File: src/rtl/wb_sdram_pkg.sv
// Shared types and constants for the Wishbone-to-SDRAM-controller bridge.
package wb_sdram_pkg;

   typedef enum logic [2:0] {
      ST_IDLE     = 3'd0,
      ST_ISSUE    = 3'd1,
      ST_WAIT_RD  = 3'd2,
      ST_MERGE    = 3'd3,
      ST_ISSUE_WR = 3'd4,
      ST_RESP     = 3'd5
   } state_e;

   localparam int WIN_MSB = 31;
   localparam int WIN_LSB = 23;
   localparam int CTL_AW  = 23;

endpackage

File: src/rtl/wb_sdram_byte_merge.sv
// Combinational byte-lane merge for read-modify-write: selected lanes take
// the new bus data, the rest keep the word read back from SDRAM.
module wb_sdram_byte_merge (
   input  logic [3:0]  sel_i,
   input  logic [31:0] new_i,
   input  logic [31:0] old_i,
   output logic [31:0] merged_o
);

   for (genvar k = 0; k < 4; k++) begin : g_lane
      assign merged_o[8*k +: 8] = sel_i[k] ? new_i[8*k +: 8] : old_i[8*k +: 8];
   end

endmodule

File: src/rtl/wb_sdram_bridge.sv
// Wishbone classic slave turning bus cycles into single-word SDRAM controller
// requests, with RMW for partial writes and a read-response timeout.
module wb_sdram_bridge
   import wb_sdram_pkg::*;
#(
   parameter logic [31:0] BASE_ADDR      = 32'h3800_0000,
   parameter int          TIMEOUT_CYCLES = 256
) (
   input  logic              clk,
   input  logic              rst_n,
   input  logic              wbs_cyc_i,
   input  logic              wbs_stb_i,
   input  logic              wbs_we_i,
   input  logic [3:0]        wbs_sel_i,
   input  logic [31:0]       wbs_adr_i,
   input  logic [31:0]       wbs_dat_i,
   output logic              wbs_ack_o,
   output logic              wbs_err_o,
   output logic [31:0]       wbs_dat_o,
   output logic [CTL_AW-1:0] ctl_addr,
   output logic              ctl_rw,
   output logic [31:0]       ctl_wdata,
   output logic              ctl_in_valid,
   input  logic              ctl_busy,
   input  logic [31:0]       ctl_rdata,
   input  logic              ctl_out_valid
);

   localparam int TW = $clog2(TIMEOUT_CYCLES) + 1;

   state_e            state_q, state_d;
   logic [CTL_AW-1:0] adr_q, adr_d;
   logic [31:0]       dat_q, dat_d, old_q, old_d, rdat_q, rdat_d, merged;
   logic [3:0]        sel_q, sel_d;
   logic              rw_q, rw_d, rmw_q, rmw_d, abort_q, abort_d;
   logic              vld_q, vld_d, gap_q, ack_q, ack_d, err_q, err_d;
   logic [TW-1:0]     tmo_q, tmo_d;
   logic              req, hit, can_pulse, tmo_hit;
   logic              unused_adr_lsb;

   assign req            = wbs_cyc_i & wbs_stb_i;
   assign hit            = wbs_adr_i[WIN_MSB:WIN_LSB] == BASE_ADDR[WIN_MSB:WIN_LSB];
   assign tmo_hit        = tmo_q == TW'(TIMEOUT_CYCLES - 1);
   assign unused_adr_lsb = ^wbs_adr_i[1:0];
   // Busy is seen a cycle late, so the two cycles after a pulse are blocked
   // outright; an aborted read still owns the controller until it resolves.
   assign can_pulse = !ctl_busy && !vld_q && !gap_q && !abort_q;

   wb_sdram_byte_merge u_merge (
      .sel_i    (sel_q),
      .new_i    (dat_q),
      .old_i    (old_q),
      .merged_o (merged)
   );

   always_ff @(posedge clk or negedge rst_n) begin
      if (!rst_n) state_q <= ST_IDLE;
      else        state_q <= state_d;
   end

   always_comb begin
      state_d = state_q;
      case (state_q)
         ST_IDLE: if (req) begin
            if (!hit || (wbs_we_i && wbs_sel_i == 4'h0)) state_d = ST_RESP;
            else                                         state_d = ST_ISSUE;
         end
         ST_ISSUE, ST_ISSUE_WR: begin
            if (!wbs_cyc_i) state_d = ST_IDLE;
            else if (vld_q) state_d = rw_q ? ST_RESP : ST_WAIT_RD;
         end
         ST_WAIT_RD: begin
            if (!wbs_cyc_i)         state_d = ST_IDLE;
            else if (ctl_out_valid) state_d = rmw_q ? ST_MERGE : ST_RESP;
            else if (tmo_hit)       state_d = ST_RESP;
         end
         ST_MERGE: state_d = wbs_cyc_i ? ST_ISSUE_WR : ST_IDLE;
         ST_RESP:  state_d = ST_IDLE;
         default:  state_d = ST_IDLE;
      endcase
   end

   always_comb begin
      adr_d   = adr_q;
      dat_d   = dat_q;
      sel_d   = sel_q;
      old_d   = old_q;
      rdat_d  = rdat_q;
      rw_d    = rw_q;
      rmw_d   = rmw_q;
      abort_d = abort_q;
      tmo_d   = tmo_q;
      vld_d   = 1'b0;
      ack_d   = 1'b0;
      err_d   = 1'b0;
      if (abort_q) begin
         tmo_d = tmo_q + TW'(1);
         if (ctl_out_valid || tmo_hit) abort_d = 1'b0;
      end
      case (state_q)
         ST_IDLE: if (req) begin
            if (!hit) begin
               err_d  = 1'b1;
               rdat_d = '0;
            end else if (wbs_we_i && wbs_sel_i == 4'h0) begin
               ack_d = 1'b1;
            end else begin
               adr_d = {wbs_adr_i[CTL_AW-1:2], 2'b00};
               dat_d = wbs_dat_i;
               sel_d = wbs_sel_i;
               rw_d  = wbs_we_i && (wbs_sel_i == 4'hF);
               rmw_d = wbs_we_i && (wbs_sel_i != 4'hF);
               vld_d = can_pulse;
            end
         end
         ST_ISSUE, ST_ISSUE_WR: begin
            if (vld_q) begin
               // Counter holds cycles elapsed since the read pulse.
               if (!rw_q)                    tmo_d   = TW'(1);
               if (!wbs_cyc_i && !rw_q)      abort_d = 1'b1;
               else if (wbs_cyc_i && rw_q)   ack_d   = 1'b1;
            end else if (wbs_cyc_i) begin
               vld_d = can_pulse;
            end
         end
         ST_WAIT_RD: begin
            tmo_d = tmo_q + TW'(1);
            if (ctl_out_valid) begin
               if (wbs_cyc_i) begin
                  if (rmw_q) old_d = ctl_rdata;
                  else begin
                     ack_d  = 1'b1;
                     rdat_d = ctl_rdata;
                  end
               end
            end else if (!wbs_cyc_i) begin
               if (!tmo_hit) abort_d = 1'b1;
            end else if (tmo_hit) begin
               err_d  = 1'b1;
               rdat_d = '0;
            end
         end
         ST_MERGE: if (wbs_cyc_i) begin
            dat_d = merged;
            rw_d  = 1'b1;
            vld_d = can_pulse;
         end
         default: ;
      endcase
   end

   always_ff @(posedge clk or negedge rst_n) begin
      if (!rst_n) begin
         adr_q   <= '0;
         dat_q   <= '0;
         sel_q   <= '0;
         old_q   <= '0;
         rdat_q  <= '0;
         rw_q    <= 1'b0;
         rmw_q   <= 1'b0;
         abort_q <= 1'b0;
         tmo_q   <= '0;
         vld_q   <= 1'b0;
         gap_q   <= 1'b0;
         ack_q   <= 1'b0;
         err_q   <= 1'b0;
      end else begin
         adr_q   <= adr_d;
         dat_q   <= dat_d;
         sel_q   <= sel_d;
         old_q   <= old_d;
         rdat_q  <= rdat_d;
         rw_q    <= rw_d;
         rmw_q   <= rmw_d;
         abort_q <= abort_d;
         tmo_q   <= tmo_d;
         vld_q   <= vld_d;
         gap_q   <= vld_q;
         ack_q   <= ack_d;
         err_q   <= err_d;
      end
   end

   assign wbs_ack_o    = ack_q;
   assign wbs_err_o    = err_q;
   assign wbs_dat_o    = rdat_q;
   assign ctl_addr     = adr_q;
   assign ctl_rw       = rw_q;
   assign ctl_wdata    = dat_q;
   assign ctl_in_valid = vld_q;

endmodule

File: config.mk
export PLATFORM = sky130hd
export DESIGN_NAME = wb_sdram_bridge
export DESIGN_NICKNAME = d
export VERILOG_FILES = /design/src/rtl/wb_sdram_pkg.sv /design/src/rtl/wb_sdram_byte_merge.sv /design/src/rtl/wb_sdram_bridge.sv
export SDC_FILE = /design/constraint.sdc
export NUM_CORES = 1
export LEC_CHECK = 0
export ABC_AREA = 1
export BUFFER_PORTS_ARGS = -buffer_cell sky130_fd_sc_hd__buf_2
export CELL_PAD_IN_SITES_DETAIL_PLACEMENT = 0
export CELL_PAD_IN_SITES_GLOBAL_PLACEMENT = 1
export CORE_MARGIN = 8
export CORE_UTILIZATION = 37
export CTS_CLUSTER_DIAMETER = 40
export DETAILED_ROUTE_END_ITERATION = 12
export PLACE_DENSITY = 0.8
export SETUP_SLACK_MARGIN = 0.3
export SLEW_MARGIN = 20
export SYNTH_ARGS = -nofsm -noshare
export SYNTH_HDL_FRONTEND = slang
export SYNTH_SLANG_ARGS = --single-unit
export TNS_END_PERCENT = 100
File: constraint.sdc
create_clock -name clk -period 2.2 [get_ports clk]
set_input_delay 0 -clock clk [delete_from_list [all_inputs] [get_ports clk]]
set_output_delay 0 -clock clk [all_outputs]
set_load 0.05 [all_outputs]
==> flow_summary_export.csv, run 1 <==
group,metric,value,unit
status,status,"finished, final reports clean",
clock_network,cts_tree,"built",
timing,rsz0062_at_grt,"true",
critical_path,rr_endpoint,"wbs_dat_o[15]$_DFFE_PN0P_",
clock_network,h-tree-depth,4,
critical_path,slowest_stage,"dfrtp_1",
global_routing,grt_max_degree,54,
finish,final_nets,1181,
critical_path,critPathMaxStageDelay,380,ps
power,p_switching,0.00521,W
worst_hold_path,holdPathEnd,"abort_q$_DFF_PN0_",
place,dpl_worst_slack,112,ps
power,comb_power_share,45.4,%
power,finalPower,0.0123,W
critical_path,cp-start-kind,"flop",
yosys,syn_avg_cell_area,8.22,um2
worst_hold_path,holdCritPathClass,"primary input to flop",
floorplan,ios,198,
yosys,ys_warn_count,0,
floorplan,die_area,21400,um2
critical_path,crit_top_cell,"nand2_2",
critical_path,cp_max_fo,6,
critical_path,cp_cell_sequence,"ha_2 > nand2_2 > nor3_2 > and2_4 > inv_2 > nor2_2 > ha_2 > nor2_2 > nand2_1 > nand2_2 > clkinv_4 > nand2_8 > clkbuf_16 > nand2_2 > o21ai_1",
finish,drive_gt1_share,30.6,%
detailed_routing,wirelength,20.3,mm
clock_network,ctsLongestPathBuffers,2,
clock_network,cts_made_buffers,17,
global_routing,grt_overflow,0,
clock_network,clkLatencyLatePin,430,ps
clock_network,clk_pin_slew,60,ps
place,dp_hpwl,13.4,mm
power,leakagePower,5.13,nW
floorplan,core,16600,um2
worst_hold_path,hold_path_startpoint,"ctl_out_valid",
timing,post-route-period-util,98.6,%
timing,clock.fmax,461,MHz
critical_path,r2r-start,"tmo_q[1]$_DFF_PN0_",
detailed_routing,final_antenna_net_count,0,
timing,hold_viol_final,0,
yosys,ys_ff_latch,140,
yosys,syn_inst,765,
place,gp_congestion,0.784,
detailed_routing,via_per_inst,4.69,
floorplan,die_h,146,um
worst_hold_path,whs_path_depth,5,
global_routing,grtUsageTotal,18.5,%
detailed_routing,drt_iter0_markers,332,
global_routing,grt_antenna_before_repair,1,
power,powerDensity,1270,nW/um2
timing,setup_ws,31.3,ps
yosys,mappedNetlistArea,6290,um2
power,vdd_ir_drop_max,626,uV
clock_network,cts-root-buf,"clkbuf_16",
timing,finalCriticalPeriod,2170,ps
critical_path,required,2510,ps
yosys,synth_cell_types,30,
detailed_routing,drt_pass1_iterations,5,
power,p_clk_share,27.2,%
floorplan,die_x,146,um
critical_path,r2r_slack,30,ps
power,seq_power_share,27.4,%
place,io_buffers,193,
critical_path,critical_path_class,"flop to flop",
floorplan,rows,47,
critical_path,reg2regPathDepth,15,
power,power.share.switching,42.4,%
power,p_int,0.00708,W
floorplan,initial_core_util,37.9,%
detailed_routing,vias,6123,
critical_path,worst_ep_arrival_time,2480,ps
timing,finalSetupViolCount,0,
finish,area_delta_synth_final,53.6,%
timing,fin_skew,12.9,ps
yosys,synth_seq_area_share,55.7,%
clock_network,cts_sinks,140,
global_routing,grt_pass1_wl,31.8,mm
timing,report.final.slew_viol_count,0,
detailed_routing,drc,0,
timing,setup-tns-final,0,ps
critical_path,endpoint_kind,"flop",
run,maxCapViolCount,0,
global_routing,grt_pass1_vias,6139,
detailed_routing,wl_per_cell,15.6,um
-- routing by layer --
| metal | GRT usage, % | up-vias | share of wire (%) |
|---|---|---|---|
| met2 | 30.6 | 187 | 49 |
| met5 | 0 | - | 0 |
| met1 | 22.5 | 2846 | 43 |
| met3 | 5.38 | 35 | 5.7 |
| met4 | 6.70 | 0 | 2.4 |
| li1 | - | 3055 | - |
-- registers in the layout, indices dropped and copies added, names as in the netlist, 3 cells and up --
register,cells
sel_q,4
ctl_addr,21
wbs_dat_o,32
ctl_wdata,32
state_q,3
tmo_q,9
old_q,32
-- cell type report --
class | instances | area [um2]
antenna | 1 | 2.50
timing repair buffer | 321 | 2330
inverter | 58 | 223
fill | 1497 | 6930
clock inverter | 10 | 209
clock buffer | 22 | 484
tap | 220 | 275
sequential | 140 | 3500
multi-input combinational | 534 | 2630
-- power by group through the flow --
stage	Combinational (W)	Clock [W]	Sequential, W
2_1_floorplan	0.00190	0	0.00465
3_3_place_gp	0.00445	0	0.00339
3_5_place_dp	0.00447	0	0.00339
4_1_cts	0.00491	0.00340	0.00336
5_1_grt	0.00602	0.00352	0.00342
6_report	0.00557	0.00335	0.00337
-- kinds of logic after synthesis --
| group | Yosys count | synth area share [%] |
|---|---|---|
| XOR/XNOR | 1 | 0.139 |
| adder cells (fa/ha/maj) | 2 | 0.398 |
| AO/OA/AOI/OAI | 124 | 10.2 |
| other | 1 | 0.0597 |
| flip-flops | 140 | 55.7 |
| buffers and inverters | 94 | 6.37 |
| AND/OR/NAND/NOR | 403 | 27.1 |
-- worst max-delay path by stage --
| stage | slack [ps] | cells after the start | to | startpoint |
|---|---|---|---|---|
| floorplan | 290 | 14 | wbs_dat_o[10]$_DFFE_PN0P_ | tmo_q[0]$_DFF_PN0_ |
| global placement | 140 | 15 | wbs_dat_o[22]$_DFFE_PN0P_ | tmo_q[0]$_DFF_PN0_ |
| detailed placement | 110 | 15 | wbs_dat_o[13]$_DFFE_PN0P_ | tmo_q[0]$_DFF_PN0_ |
| CTS | 130 | 15 | wbs_dat_o[13]$_DFFE_PN0P_ | tmo_q[1]$_DFF_PN0_ |
| global route | -70 | 15 | wbs_dat_o[14]$_DFFE_PN0P_ | tmo_q[1]$_DFF_PN0_ |
| finish | 30 | 15 | wbs_dat_o[15]$_DFFE_PN0P_ | tmo_q[1]$_DFF_PN0_ |
-- repair_timing --
action / in CTS / in global routing
hold buffers: 96 / 0
endpoints found under the hold margin: 199 / 0
endpoints found under the setup margin: 56 / 84
resized for setup: 13 / 59
gates cloned: 2 / 6
pin swaps: 4 / 11
setup buffers: 4 / 4
-- cell usage in the layout (no fill, tap or decap), types with 20 or more instances in the layout --
cell type      Yosys  layout
nand2_2            7      24
inv_1             52      51
nand2_1          290     263
o21ai_1           38      26
clkbuf_16          0      20
dfrtp_1          140     140
o21ai_0           73      72
buf_2             26     192
nand3_1           67      66
dlygate4sd3_1      0      96
-- synth_stat cells (all sizes together) --
| master | n | area [um2] |
|---|---|---|
| nand3b | 1 | 7.51 |
| conb | 1 | 3.75 |
| ha | 2 | 25.0 |
| nand3 | 67 | 335 |
| o211ai | 1 | 7.51 |
| o21ai | 112 | 572 |
| nor3 | 6 | 35.0 |
| dfrtp | 140 | 3500 |
| xnor2 | 1 | 8.76 |
| a211oi | 1 | 7.51 |
| and2 | 1 | 6.26 |
| a31oi | 2 | 12.5 |
| nand2 | 298 | 1140 |
| inv | 58 | 218 |
| clkbuf | 6 | 22.5 |
| a21oi | 7 | 35.0 |
| nor2 | 29 | 168 |
| nand4 | 1 | 6.26 |
| buf | 30 | 160 |
| o2111ai | 1 | 8.76 |
-- stage by stage --
step	util, %	hold slack [ps]	instance area, um2	instances
after detailed placement	45.5	-24.1	7540	1161
final	58.2	25.8	9660	1306
after global placement	45.5	-16.9	7540	1161
after floorplan	-	-296	6300	766
after CTS	56.2	6.73	9320	1295
after global routing	58.2	44.1	9660	1306
-- worst max-delay path, delay by kind of cell (launching register included) --
family          cells  cell delay [ps]
fa+ha+maj           2              390
simple gates        9              890
buf+inv             3              350
compound gates      1               60
flops               1              380
No activity file was read; power rests on OpenSTA's default activity.
==> run 2, diff against run 1 <==
- HOLD_SLACK_MARGIN: unset -> 0.05
==> run 2 against run 1 <==
  * Worst setup slack got worse by 6.2 ps
  * Global-route usage barely moved
  * Cell area did not move
  * Count of clock-buffer cells in the layout did not move
  * Maximum frequency fell by 0.29%
  * Via count fell by 0.18%
  * Clock skew barely moved
  * Die area did not move
  * Register-to-register slack barely moved
  * Final cell count did not move
  * Largest cell class unchanged
==> flow_summary_export.csv, run 2 (synthesis gave the netlist of run 1 again) <==
group,metric,value,unit
place,placedCellCount,1161,
critical_path,critical_path_class,"flop to flop",
timing,clock.fmax,460,MHz
detailed_routing,top_layer,"met4",
floorplan,rows,47,
finish,area_delta_synth_final,53.6,%
timing,report.final.slew_viol_count,0,
finish,fillers,1502,
floorplan,die_h,146,um
timing,setup-tns-final,0,ps
clock_network,clkLatencyLatePin,430,ps
detailed_routing,drt_pass1_iterations,5,
global_routing,grtUsageTotal,18.5,%
critical_path,endpoint_kind,"flop",
clock_network,cts-root-buf,"clkbuf_16",
finish,fin_cells,1306,
detailed_routing,vias,6112,
timing,finalSetupViolCount,0,
critical_path,cp-start-kind,"flop",
place,gp_congestion,0.784,
power,vdd_ir_drop_max,627,uV
power,powerDensity,1270,nW/um2
clock_network,cts_sinks,140,
global_routing,grt_antenna_before_repair,1,
power,p_clk_share,27.2,%
detailed_routing,wl_met2,9.85,mm
place,dp_hpwl,13.4,mm
power,power.share.switching,42.4,%
place,io_buffers,193,
critical_path,reg2regPathDepth,15,
finish,drive_gt1_share,30.6,%
clock_network,h-tree-depth,4,
timing,holdWs,50.8,ps
global_routing,grt_pass1_vias,6156,
power,p_switching,0.00521,W
floorplan,ios,198,
status,status,"finished, final reports clean",
power,p_int,0.00708,W
power,comb_power_share,45.4,%
finish,final_nets,1181,
timing,finalCriticalPeriod,2170,ps
detailed_routing,via_per_inst,4.68,
power,leakagePower,5.13,nW
worst_hold_path,whs_path_depth,3,
clock_network,clk_pin_slew,60,ps
timing,hold_viol_final,0,
floorplan,initial_core_util,37.9,%
critical_path,cp_max_fo,6,
finish,final_common_cell,"nand2_1",
critical_path,worst_ep_arrival_time,2480,ps
detailed_routing,drc,0,
floorplan,core,16600,um2
global_routing,grt_max_degree,54,
critical_path,required,2510,ps
clock_network,cts_made_buffers,17,
detailed_routing,wirelength,20.3,mm
floorplan,die_area,21400,um2
detailed_routing,route.met3.wl,1.14,mm
detailed_routing,wl_per_cell,15.5,um
timing,setup_ws,25.0,ps
clock_network,ctsLongestPathBuffers,2,
detailed_routing,wl_met1,8.79,mm
global_routing,grt_overflow,0,
timing,post-route-period-util,98.9,%
global_routing,grt_pass1_wl,31.8,mm
finish,final_cell_mix,"nand2_1, buf_2, dfrtp_1, dlygate4sd3_1, o21ai_0",
detailed_routing,drt_iter0_markers,322,
timing,rsz0062_at_grt,"true",
finish,utilization,58.2,%
floorplan,die_x,146,um
power,seq_power_share,27.4,%
clock_network,cts_tree,"built",
detailed_routing,final_antenna_net_count,0,
run,maxCapViolCount,0,
place,dpl_worst_slack,112,ps
worst_hold_path,holdCritPathClass,"primary input to flop",
timing,fin_skew,12.8,ps
==> run 2: worst max-delay path: stages, from the launching register on <==
cell and delay (ps):
dfrtp_1 380, ha_2 200, nand2_2 70, nor3_2 210
and2_4 180, inv_2 30, nor2_2 90, ha_2 190
nor2_2 40, nand2_1 70, nand2_2 70, clkinv_4 100
nand2_8 110, clkbuf_16 220, nand2_2 50, o21ai_1 60
==> run 2: timing repair <==
action / in CTS / in global routing
resized for setup: 13 / 59
endpoints found under the setup margin: 56 / 84
pin swaps: 4 / 11
hold buffers: 96 / 0
setup buffers: 4 / 4
endpoints found under the hold margin: 238 / 0
gates cloned: 2 / 6
==> run 2: metal layers <==
layer  track usage [%]  up-vias
li1                  -     3054
met1              22.4     2846
met2              30.7      177
met3              5.44       35
met4              6.80        0
met5                 0        -
==> run 2: cell type report <==
class | instances | area, um2 | area share [%]
flip-flops and latches | 140 | 3500 | 36.3
multi-input cells | 534 | 2630 | 27.2
repair buffers | 321 | 2330 | 24.1
clock buffers | 22 | 484 | 5.01
well taps | 220 | 275 | 2.85
inverters | 58 | 223 | 2.31
clock inverters | 10 | 209 | 2.16
diodes | 1 | 2.50 | 0.0259
==> run 2: power groups by stage <==
stage / clock (W) / sequential (W) / combinational, W
3_5_place_dp: 0 / 0.00339 / 0.00447
4_1_cts: 0.00340 / 0.00336 / 0.00491
2_1_floorplan: 0 / 0.00465 / 0.00190
5_1_grt: 0.00351 / 0.00342 / 0.00602
3_3_place_gp: 0 / 0.00339 / 0.00445
6_report: 0.00334 / 0.00337 / 0.00557
==> run 2: worst paths after layout <==
check                                           from  slack (ps)                        end
hold reg to reg            ctl_wdata[18]$_DFFE_PN0P_         460  ctl_wdata[18]$_DFFE_PN0P_
setup / recovery                  tmo_q[1]$_DFF_PN0_          30  wbs_dat_o[15]$_DFFE_PN0P_
hold / removal                             wbs_cyc_i          50     state_q[1]$_DFFE_PN0P_
min in group asynchronous                      rst_n          90   ctl_addr[16]$_DFFE_PN0P_
setup reg to reg                  tmo_q[1]$_DFF_PN0_          30  wbs_dat_o[15]$_DFFE_PN0P_
max in group asynchronous                      rst_n        1330  ctl_wdata[27]$_DFFE_PN0P_
==> run 2: metrics by stage <==
step,area (um2),total power (W)
floorplan,6300,0.00656
global placement,7540,0.00784
detailed placement,7540,0.00786
CTS,9320,0.0117
global route,9660,0.0130
finish,9660,0.0123
==> run 3, diff against run 2 <==
- REMOVE_ABC_BUFFERS: unset -> 1
==> run 3 against run 2 <==
  * Core utilization fell by 2.7 points
  * Hold slack worse by 120 ps
  * Global-route usage is 0.50 points lower
  * Cell area down 4.6%
  * First-iteration DRC count down 6.5%
  * Critical path type unchanged
  * Final cell count fell by 0.92%
  * Count of clock-buffer cells in the layout unchanged
  * The flow now finishes with violations (hold timing)
  * Non-clock buffer count decreased by 9
  * Largest power group unchanged
==> flow_summary_export.csv, run 3 (synthesis gave the netlist of run 1 again) <==
group,metric,value,unit
detailed_routing,vias,6004,
run,maxCapViolCount,0,
status,violations,"hold timing",
place,gp_congestion,0.769,
detailed_routing,wirelength,19.0,mm
timing,holdWs,-67.2,ps
place,io_buffers,193,
place,placedCellCount,1160,
critical_path,cp_max_fo,28,
clock_network,h-tree-depth,4,
critical_path,critical_path_class,"flop to flop",
floorplan,die_x,146,um
detailed_routing,drt_pass1_iterations,4,
finish,final_common_cell,"nand2_1",
timing,tightest_slew,548,ps
power,powerDensity,1180,nW/um2
critical_path,required,2490,ps
worst_hold_path,holdCritPathClass,"primary input to flop",
clock_network,clkLatencyLatePin,420,ps
finish,final_nets,1171,
timing,post-route-period-util,91.0,%
detailed_routing,final_antenna_net_count,0,
timing,rsz0062_at_grt,"true",
detailed_routing,drc,0,
floorplan,rows,47,
place,placed_area,7560,um2
clock_network,ctsLongestPathBuffers,2,
floorplan,core,16600,um2
floorplan,ios,198,
critical_path,worst_ep_arrival_time,2300,ps
power,vdd_ir_drop_max,685,uV
clock_network,clk_pin_slew,50,ps
timing,fin_skew,10.1,ps
timing,report.final.slew_viol_count,0,
detailed_routing,wl_per_cell,14.7,um
timing,setup_ws,197,ps
critical_path,reg2regPathDepth,15,
critical_path,endpoint_kind,"flop",
finish,area_delta_synth_final,46.5,%
finish,fillers,1574,
finish,final_cell_mix,"nand2_1, buf_2, dfrtp_1, dlygate4sd3_1, o21ai_0",
global_routing,grt_antenna_before_repair,1,
clock_network,ctsHoldBuffers,97,
status,status,"finished with violations",
timing,relSlewSlack,63.5,%
detailed_routing,drt_iter0_markers,301,
critical_path,cp-start-kind,"flop",
finish,final_area,9210,um2
detailed_routing,via_per_inst,4.64,
place,dpl_worst_slack,54.2,ps
clock_network,cts_tree,"built",
timing,hold_viol_final,2,
clock_network,cts_sinks,140,
timing,finalSetupViolCount,0,
floorplan,initial_core_util,37.9,%
worst_hold_path,whs_path_depth,4,
global_routing,grt_pass1_wl,31.2,mm
clock_network,cts-root-buf,"clkbuf_16",
finish,fin_cells,1294,
floorplan,die_area,21400,um2
finish,drive_gt1_share,26.0,%
power,leakagePower,4.90,nW
timing,finalCriticalPeriod,2000,ps
clock_network,cts_made_buffers,17,
global_routing,grt_overflow,0,
place,dp_hpwl,13.1,mm
timing,clock.fmax,499,MHz
timing,setup-tns-final,0,ps
global_routing,grt_max_degree,56,
floorplan,die_h,146,um
global_routing,grt_pass1_vias,6259,
global_routing,grtUsageTotal,18.0,%
==> run 3: cell types whose count changed in the layout (fill, tap and decap cells not counted), moves of 5 or more <==
| cell | delta |
|---|---|
| nand2_2 | -14 |
| o21ai_1 | +13 |
| o21ai_2 | -13 |
| nand2_4 | -9 |
| nand2_1 | +24 |
| buf_4 | -5 |
==> run 3: layout make-up <==
cell class / instances / area (um2) / share of cell area (%)
inverters: 58 / 218 / 2.36
multi-input cells: 533 / 2440 / 26.5
clock buffers: 22 / 484 / 5.26
clock inverters: 7 / 90.1 / 0.978
diodes: 2 / 5.00 / 0.0543
repair buffers: 312 / 2190 / 23.8
well taps: 220 / 275 / 2.99
flip-flops and latches: 140 / 3500 / 38.0
==> run 3: repair_timing <==
item,in CTS,in global routing
buffers inserted,1,4
cloned,0,1
pin swaps,3,2
endpoints found under the hold margin,236,2
resized for setup,6,7
endpoints found under the setup margin,35,91
==> run 3: power breakdown <==
part | total [W] | internal [W] | switching [W]
Combinational | 0.00471 | 0.00131 | 0.00340
Sequential | 0.00337 | 0.00306 | 0.000302
Clock | 0.00280 | 0.00176 | 0.00104
Total | 0.0109 | 0.00613 | 0.00474
==> run 3: layer usage <==
| layer | vias up | GRT usage [%] | part of all wire (%) |
|---|---|---|---|
| met5 | - | 0 | 0 |
| met4 | 0 | 7.88 | 2.7 |
| met3 | 36 | 5.07 | 5.4 |
| met2 | 181 | 29.8 | 49 |
| met1 | 2758 | 21.5 | 43 |
| li1 | 3029 | - | - |
==> run 3: stage by stage <==
step                util [%]  power [W]
floorplan                  -    0.00637
global placement        45.6    0.00780
detailed placement      45.6    0.00784
CTS                     55.1     0.0108
global route            55.5     0.0115
finish                  55.5     0.0109
==> run 3: worst paths after layout <==
check | start | to | slack (ps)
max in group asynchronous | rst_n | ctl_wdata[18]$_DFFE_PN0P_ | 1300
hold / removal | ctl_out_valid | abort_q$_DFF_PN0_ | -70
hold reg to reg | ctl_addr[4]$_DFFE_PN0P_ | ctl_addr[4]$_DFFE_PN0P_ | 460
min in group asynchronous | rst_n | ctl_addr[11]$_DFFE_PN0P_ | 110
setup reg to reg | tmo_q[1]$_DFF_PN0_ | wbs_dat_o[31]$_DFFE_PN0P_ | 200
setup / recovery | tmo_q[1]$_DFF_PN0_ | wbs_dat_o[31]$_DFFE_PN0P_ | 200
==> run 3: critical path, cell delays in order, from the launching register on <==
cell,delay [ps]
dfrtp_1,380
ha_2,200
nand2_2,70
nor3_2,130
and2_1,170
inv_1,40
nor2_1,90
ha_2,210
nor2_4,50
nand2_1,60
nand2_1,60
inv_2,70
nand2_4,70
buf_12,170
nand2_1,60
o21ai_1,60
